===== config.mk =====
export PLATFORM = sky130hd
export DESIGN_NAME = microsequencer
export DESIGN_NICKNAME = d
export VERILOG_FILES = /design/src/rtl/useq_pkg.sv /design/src/rtl/useq_stack.sv /design/src/rtl/microsequencer.sv
export SDC_FILE = /design/constraint.sdc
export NUM_CORES = 1
export LEC_CHECK = 0
export ABC_CLOCK_PERIOD_IN_PS = 1930
export CAP_MARGIN = 20
export CORE_MARGIN = 8
export CORE_UTILIZATION = 35
export CTS_BUF_LIST = sky130_fd_sc_hd__clkbuf_16
export CTS_CLUSTER_DIAMETER = 40
export CTS_CLUSTER_SIZE = 10
export DETAILED_ROUTE_END_ITERATION = 16
export DONT_BUFFER_PORTS = 1
export SYNTH_ARGS = -nofsm -noshare
export SYNTH_HDL_FRONTEND = slang
export SYNTH_SLANG_ARGS = --single-unit

===== constraint.sdc =====
create_clock -name clk -period 1.93 [get_ports clk]
set_input_delay 0.386 -clock clk [delete_from_list [all_inputs] [get_ports clk]]
set_output_delay 0.386 -clock clk [all_outputs]
set_load 0.02 [all_outputs]

===== src/rtl/useq_pkg.sv =====
// Shared op-code definitions for the microsequencer and its return stack.
package useq_pkg;

  localparam int OP_W = 3;

  localparam logic [OP_W-1:0] OP_INC     = 3'd0;
  localparam logic [OP_W-1:0] OP_JUMP    = 3'd1;
  localparam logic [OP_W-1:0] OP_BRANCH  = 3'd2;
  localparam logic [OP_W-1:0] OP_WAIT    = 3'd3;
  localparam logic [OP_W-1:0] OP_CALL    = 3'd4;
  localparam logic [OP_W-1:0] OP_RETURN  = 3'd5;
  localparam logic [OP_W-1:0] OP_DECODE  = 3'd6;
  localparam logic [OP_W-1:0] OP_RESTART = 3'd7;

endpackage


===== src/rtl/useq_stack.sv =====
// LIFO microsubroutine return stack; push/pop/clear with full/empty flags.
// Push on full and pop on empty are ignored here; the caller flags the error.
module useq_stack #(
  parameter int unsigned W     = 5,
  parameter int unsigned DEPTH = 4
) (
  input  logic         clk,
  input  logic         rst,
  input  logic         push,
  input  logic         pop,
  input  logic         clear,
  input  logic [W-1:0] din,
  output logic [W-1:0] top,
  output logic         full,
  output logic         empty
);

  localparam int unsigned IDX_W = $clog2(DEPTH);
  localparam int unsigned PTR_W = IDX_W + 1;

  logic [PTR_W-1:0] cnt;
  logic [IDX_W-1:0] top_idx;
  logic [W-1:0]     mem [DEPTH];

  assign full    = (cnt == PTR_W'(DEPTH));
  assign empty   = (cnt == {PTR_W{1'b0}});
  assign top_idx = cnt[IDX_W-1:0] - IDX_W'(1);
  assign top     = mem[top_idx];

  // Occupancy pointer; clear wins over push/pop.
  always_ff @(posedge clk or posedge rst) begin
    if (rst) begin
      cnt <= {PTR_W{1'b0}};
    end else if (clear) begin
      cnt <= {PTR_W{1'b0}};
    end else if (push && !full) begin
      cnt <= cnt + PTR_W'(1);
    end else if (pop && !empty) begin
      cnt <= cnt - PTR_W'(1);
    end
  end

  // Entry storage needs no reset: the pointer alone defines what is valid.
  always_ff @(posedge clk) begin
    if (push && !full && !clear) begin
      mem[cnt[IDX_W-1:0]] <= din;
    end
  end

endmodule


===== src/rtl/microsequencer.sv =====
// Next control-store address sequencer: mux, state register, incrementer, stall/error.
// Define USEQ_STACK_EN to build the return stack; otherwise CALL=JUMP, RETURN=RESTART.
module microsequencer
  import useq_pkg::*;
#(
  parameter int unsigned ADDR_W      = 5,
  parameter int unsigned STACK_DEPTH = 4,
  parameter int unsigned RESET_ADDR  = 0
) (
  input  logic              clk,
  input  logic              reset,
  input  logic [OP_W-1:0]   op,
  input  logic [ADDR_W-1:0] target,
  input  logic [ADDR_W-1:0] decode_addr,
  input  logic              cond,
  input  logic              inv,
  input  logic              moc,
  output logic [ADDR_W-1:0] state_addr,
  output logic [ADDR_W-1:0] inc_addr,
  output logic              stall,
  output logic              stack_err
);

  localparam logic [ADDR_W-1:0] RST_A = ADDR_W'(RESET_ADDR);

  logic [ADDR_W-1:0] next_addr;

`ifdef USEQ_STACK_EN
  logic              push;
  logic              pop;
  logic              clear;
  logic              err_set;
  logic              full;
  logic              empty;
  logic [ADDR_W-1:0] top;

  useq_stack #(
    .W     (ADDR_W),
    .DEPTH (STACK_DEPTH)
  ) u_stack (
    .clk   (clk),
    .rst   (reset),
    .push  (push),
    .pop   (pop),
    .clear (clear),
    .din   (inc_addr),
    .top   (top),
    .full  (full),
    .empty (empty)
  );
`endif

  assign inc_addr = state_addr + ADDR_W'(1);
  // Reset must drop stall immediately, not just at the next edge.
  assign stall    = (op == OP_WAIT) && !moc && !reset;

  // Next-address selection and stack control.
  always_comb begin
    next_addr = inc_addr;
`ifdef USEQ_STACK_EN
    push    = 1'b0;
    pop     = 1'b0;
    clear   = 1'b0;
    err_set = 1'b0;
`endif
    case (op)
      OP_INC:    next_addr = inc_addr;
      OP_JUMP:   next_addr = target;
      OP_BRANCH: next_addr = (cond ^ inv) ? target : inc_addr;
      OP_WAIT:   next_addr = moc ? inc_addr : state_addr;
      OP_CALL: begin
        next_addr = target;
`ifdef USEQ_STACK_EN
        push    = 1'b1;
        err_set = full;
`endif
      end
      OP_RETURN: begin
`ifdef USEQ_STACK_EN
        pop = 1'b1;
        if (empty) begin
          next_addr = RST_A;
          err_set   = 1'b1;
        end else begin
          next_addr = top;
        end
`else
        next_addr = RST_A;
`endif
      end
      OP_DECODE: next_addr = decode_addr;
      OP_RESTART: begin
        next_addr = RST_A;
`ifdef USEQ_STACK_EN
        clear = 1'b1;
`endif
      end
      default: next_addr = inc_addr;
    endcase
  end

  // Current control-store address.
  always_ff @(posedge clk or posedge reset) begin
    if (reset) begin
      state_addr <= RST_A;
    end else begin
      state_addr <= next_addr;
    end
  end

`ifdef USEQ_STACK_EN
  // Sticky stack error, cleared only by reset.
  always_ff @(posedge clk or posedge reset) begin
    if (reset) begin
      stack_err <= 1'b0;
    end else if (err_set) begin
      stack_err <= 1'b1;
    end
  end
`else
  assign stack_err = 1'b0;
`endif

endmodule


==> results of run 1 <==
==> synth_stat cells (2+ instances only) <==
master,instances
nor3b_1,2
mux2i_1,2
nor2_1,6
inv_1,2
xnor2_1,2
a21o_1,3
a222oi_1,3
nand3_1,2
dfrtp_1,5
==> per-stage QoR <==
| step | power [W] | util (%) | std cells | worst slack, ns | area (um^2) |
|---|---|---|---|---|---|
| after floorplan | 0.000284 | - | 48 | 0.164 | 462 |
| after global placement | 0.000323 | 39.9 | 67 | 0.435 | 507 |
| after detailed placement | 0.000324 | 39.9 | 67 | 0.428 | 507 |
| after CTS | 0.000671 | 46.9 | 72 | 0.216 | 596 |
| after global routing | 0.000692 | 46.9 | 72 | 0.146 | 596 |
| final | 0.000657 | 46.9 | 72 | 0.239 | 596 |
==> per-layer routing <==
layer / global-route usage [%] / vias up / share of wire (%)
li1: - / 196 / -
met1: 9.98 / 180 / 34
met2: 13.8 / 26 / 43
met3: 8.24 / 3 / 20
met4: 6.47 / 0 / 2.0
met5: 0 / - / 0
==> report_power, final <==
group	switching [W]	internal (W)	leakage (nW)	total, W
registers	0.0000266	0.000122	0.0627	0.000148
logic	0.000101	0.0000723	0.193	0.000173
clock network	0.0000675	0.000268	0.0423	0.000336
==> layout make-up <==
type	count	area share, %
tap	15	3.15
clock buffer	3	12.6
inverter	2	1.26
multi-input combinational	39	52.1
timing repair buffer	7	9.24
sequential	5	21.0
clock inverter	1	0.630
==> worst min-delay path by stage <==
stage / cells after the start / start / endpoint
finish: 1 / op[1] / state_addr[0]
detailed placement: 1 / reset / state_addr[3]
global placement: 1 / reset / state_addr[3]
global route: 1 / op[1] / state_addr[0]
floorplan: 1 / reset / state_addr[0]
CTS: 1 / op[1] / state_addr[0]
==> worst reg2reg max path: stages, from the launching register on <==
cell	delay, ns
dfrtp_1	0.39
ha_1	0.25
nor3b_1	0.15
a221o_1	0.35
a22o_1	0.23
==> timing repair <==
action,CTS,global route
hold buffers,1,0
endpoints found under the hold margin,5,0
buffers inserted,0,0
==> kinds of logic (layout without fill, tap and decap cells) <==
family	after synthesis	after routing	share of synthesized area, %
other cells	1	1	0.812
fa+ha+maj	1	1	2.71
flops	5	5	27.1
buf+inv	4	13	5.69
xor+xnor	4	4	9.22
compound gates	14	14	28.5
simple gates	17	17	21.7
mux	2	2	4.34
==> impl_metrics.ini, run 1 <==
[clock_tree]
cts-htree-levels = 1
cts_buffers = 3
post_cts_resized = 0
clockBufferDepth = 2
clkLatencyLatePin_ns = 0.23
cts_tree = done
clk_pin_slew_worst_paths_ns = 0.03
root_buffer = clkbuf_16
cts_sinks = 5

[floorplan]
die-width_um = 52.3
start_util_pct = 36.4
pin_count = 30
row_count = 13
dieArea_mm2 = 0.00274
die_h_um = 52.3
core_area_mm2 = 0.00127

[global_routing]
grt_max_degree = 11
first_global_vias = 432
grt_pass1_wl_um = 2030
antenna_found_initial = 0
grt.overflow.total = 0
grt_usage_pct = 10.0

[synthesis]
yosysSeqAreaShare_pct = 27.1
netlist_area_um2 = 462
synth_warnings = 0
ys_top_cells_by_area = dfrtp_1 (27%), a222oi_1 (6.5%), a21o_1 (4.9%)
synth-main-ff-cell = dfrtp_1
syn_inst = 48
synth_nets = 67
syn_avg_cell_area_um2 = 9.62
synth_top_cell_area_share_pct = 27.1
synth_edf_count = 0
synth_area_leader_cell = dfrtp_1
synth_cell_types = 30
synth_seq_cells = 5
async_flop_share_pct = 100

[setup_path]
reg2reg_depth = 4
cp_slowest_cell = dfrtp_1
critPathMaxStageDelay_ns = 0.36
setup.worst_path.end = inc_addr[4]
path_depth = 4
crit_start = state_addr[0]
cp_top_family = flip-flops
critPathLaunchType = flop
path_buf_inv = 1
r2r-start = state_addr[0]
endpoint_kind = primary output
path_cells = ha_1, nand3_1, xnor2_1, buf_4
rr_endpoint = state_addr[2]
crit_required_ns = 1.54
path_class = reg2out
crit_arrival_ns = 1.31
rrSetupSlack_ns = 0.45
worstPathMaxFanout = 4

[timing]
timing.hold.ws_ns = 0.285
hold_viol_final = 0
worst_slew_pin_slew_ns = 0.596
setup_viol = 0
maxSlewViolCount = 0
rsz0062_at_grt = false
finalCritPeriodShare_pct = 87.6
fin_crit_ns = 1.69
max_freq_mhz = 591
skew_ns = 0.00223
slew_headroom_pct = 60.0
tns_ns = 0

[detailed_routing]
wl_um = 1290
drt_pass1_iterations = 4
antenna_left = 0
vias_per_cell = 5.63
drt_iter0_drc = 17
num_vias = 405
drc = 0
post_drt_wl_per_cell_um = 17.9

[place]
globalplace.congestion = 0.740
port_buffers = 0
dp_hpwl_um = 1060

[run]
drv_cap = 0

[pwr]
p_leak_nw = 0.298
ir_drop_mv = 0.538
p_per_area_mw_per_mm2 = 1100

[cells_and_area]
final_cell_mix = nor2_1 (6), buf_4 (6), dfrtp_1 (5)
top_register = state_addr
nFillCells = 124
synthToLayoutAreaGrowth_pct = 29.0
n_antenna_cell = 0
ff_latch_area_um2 = 125
reg_top3 = state_addr x5
drive_gt1_share_pct = 26.3
layout.nets = 77
multi_input_area_um2 = 310
largest_reg_flops = 5

[status]
status = complete, no violations

[worst_hold_path]
hold_path_class = in2reg
No activity file was read; power rests on OpenSTA's default activity.
==> inputs of run 2 (changes only) <==
- CTS_CLUSTER_DIAMETER: 40 -> 30
- HOLD_SLACK_MARGIN: unset -> 0.05
==> results of run 2 <==
The final DEF is identical to that of run 1; final timing and power are the same.
==> inputs of run 3 (changes only) <==
- CAP_MARGIN: 20 -> unset
- CORE_AREA: unset -> 8 8 45 47
- CORE_MARGIN: 8 -> unset
- CORE_UTILIZATION: 35 -> unset
- DIE_AREA: unset -> 0 0 53 55
==> impl_metrics.ini, run 3 (same netlist as run 1, synthesis figures left out) <==
[pwr]
combinationalPowerShare_pct = 24.1
p_leak_nw = 0.291
p_int_w = 0.000459
pwr-share-clk_pct = 51.0
power.switching_w = 0.000190
p_seq_share_pct = 24.8
p_per_area_mw_per_mm2 = 1100
ir_drop_mv = 0.719
p_sw_share_pct = 29.3

[run]
drv_cap = 0

[timing]
skew_ns = 0.00175
maxSlewViolCount = 0
timing.hold.ws_ns = 0.272
max_freq_mhz = 555
rsz0062_at_grt = false
setup_viol = 0
hold_viol_final = 0
finalCritPeriodShare_pct = 93.4
fin_crit_ns = 1.80
tns_ns = 0

[cells_and_area]
reg_top3 = state_addr x5
final_common_cell = nor2_1
layout.nets = 76
final_cell_mix = nor2_1 (6), buf_4 (5), dfrtp_1 (4)
final_util_pct = 42.7
drive_gt1_share_pct = 26.8
top_register = state_addr
largest_reg_flops = 5
synthToLayoutAreaGrowth_pct = 27.9
n_antenna_cell = 0

[detailed_routing]
wl_um = 1270
drt_pass1_iterations = 4
post_drt_wl_per_cell_um = 17.6
drc = 0
drt_iter0_drc = 22
antenna_left = 0
vias_per_cell = 5.63
num_vias = 405

[setup_path]
critPathMaxStageDelay_ns = 0.44
worstPathMaxFanout = 4
critPathLaunchType = flop
endpoint_kind = primary output
crit_required_ns = 1.54
path_cells = ha_1, nand3_1, xnor2_1, buf_4
crit_arrival_ns = 1.42
path_class = reg2out
cp_slowest_cell = dfrtp_2

[global_routing]
grt_usage_pct = 9.53
grt.overflow.total = 0
grt_max_degree = 11
grtUsageMet3_pct = 7.22
busiest_layer = met2
grt_pass1_wl_um = 2020
antenna_found_initial = 0
use_met1_pct = 9.79
first_global_vias = 452
grt_use_met2_pct = 13.9

[clock_tree]
cts-htree-levels = 1
cts_buffers = 3
cts_setup_buffers = 0
root_buffer = clkbuf_16
clockBufferDepth = 2
clkLatencyLatePin_ns = 0.23
clk_pin_slew_worst_paths_ns = 0.03
cts_sinks = 5
cts_tree = done

[place]
dp_hpwl_um = 1070
port_buffers = 0
globalplace.congestion = 0.753

[floorplan]
start_util_pct = 33.4
row_count = 14
pin_count = 30
core_area_mm2 = 0.00138
die-width_um = 53
die_h_um = 55
dieArea_mm2 = 0.00292

[worst_hold_path]
hold_path_class = in2reg

[status]
status = complete, no violations
[run 3: cell types whose count changed in the layout (fill, tap and decap cells not counted)]
| cell | change |
|---|---|
| dfrtp_2 | +1 |
| buf_4 | -1 |
| dfrtp_1 | -1 |
[run 3: final cells by class]
class / instances / area (um^2)
clock buffer: 3 / 75.1
clock inverter: 1 / 3.75
fill: 138 / 793
inverter: 2 / 7.51
multi-input combinational: 39 / 310
sequential: 5 / 126
tap: 16 / 20.0
timing repair buffer: 6 / 47.5
[run 3: metal layers]
metal / wire length, um / vias up
li1: - / 195
met1: 455 / 186
met2: 581 / 22
met3: 225 / 2
met4: 4 / 0
met5: 0 / -
[run 3: path summary, 6_finish.rpt]
check	slack, ns	endpoint	cells past startpoint	startpoint
max	0.13	inc_addr[4]	4	state_addr[1]
min	0.27	state_addr[0]	1	op[1]
max reg2reg	0.36	state_addr[2]	4	state_addr[1]
min reg2reg	0.64	state_addr[1]	2	state_addr[1]
max in group asynchronous	1.24	state_addr[1]	2	reset
min in group asynchronous	0.50	state_addr[2]	2	reset
[run 3: repair_timing]
action,4_1_cts,5_1_grt
resized for setup,0,1
hold buffers,1,0
endpoints found under the hold margin,5,0
setup endpoints to repair,0,1
[run 3: worst max-delay path: cells and delay by family, from the launching register on]
family,cells,cell delay (ns)
xor gates and xnor gates,1,0.21
adders and majority gates,1,0.26
buffers and inverters,1,0.18
DFF,1,0.44
and+or+nand+nor,1,0.11
[run 3: power by group through the flow]
stage,combinational [W],clock [W],sequential [W]
4_1_cts,0.000160,0.000335,0.000161
3_3_place_gp,0.000157,0,0.000161
6_report,0.000157,0.000331,0.000161
3_5_place_dp,0.000158,0,0.000162
5_1_grt,0.000168,0.000354,0.000164
2_1_floorplan,0.000124,0,0.000161
[run 3: per-stage QoR]
stage | cells | worst slack (ns) | total power, W | cell area (um^2)
6_report | 72 | 0.127 | 0.000649 | 591
5_1_grt | 72 | 0.0407 | 0.000686 | 591
4_1_cts | 72 | 0.0370 | 0.000656 | 589
3_5_place_dp | 67 | 0.275 | 0.000319 | 500
3_3_place_gp | 67 | 0.315 | 0.000318 | 500
2_1_floorplan | 48 | 0.164 | 0.000284 | 462
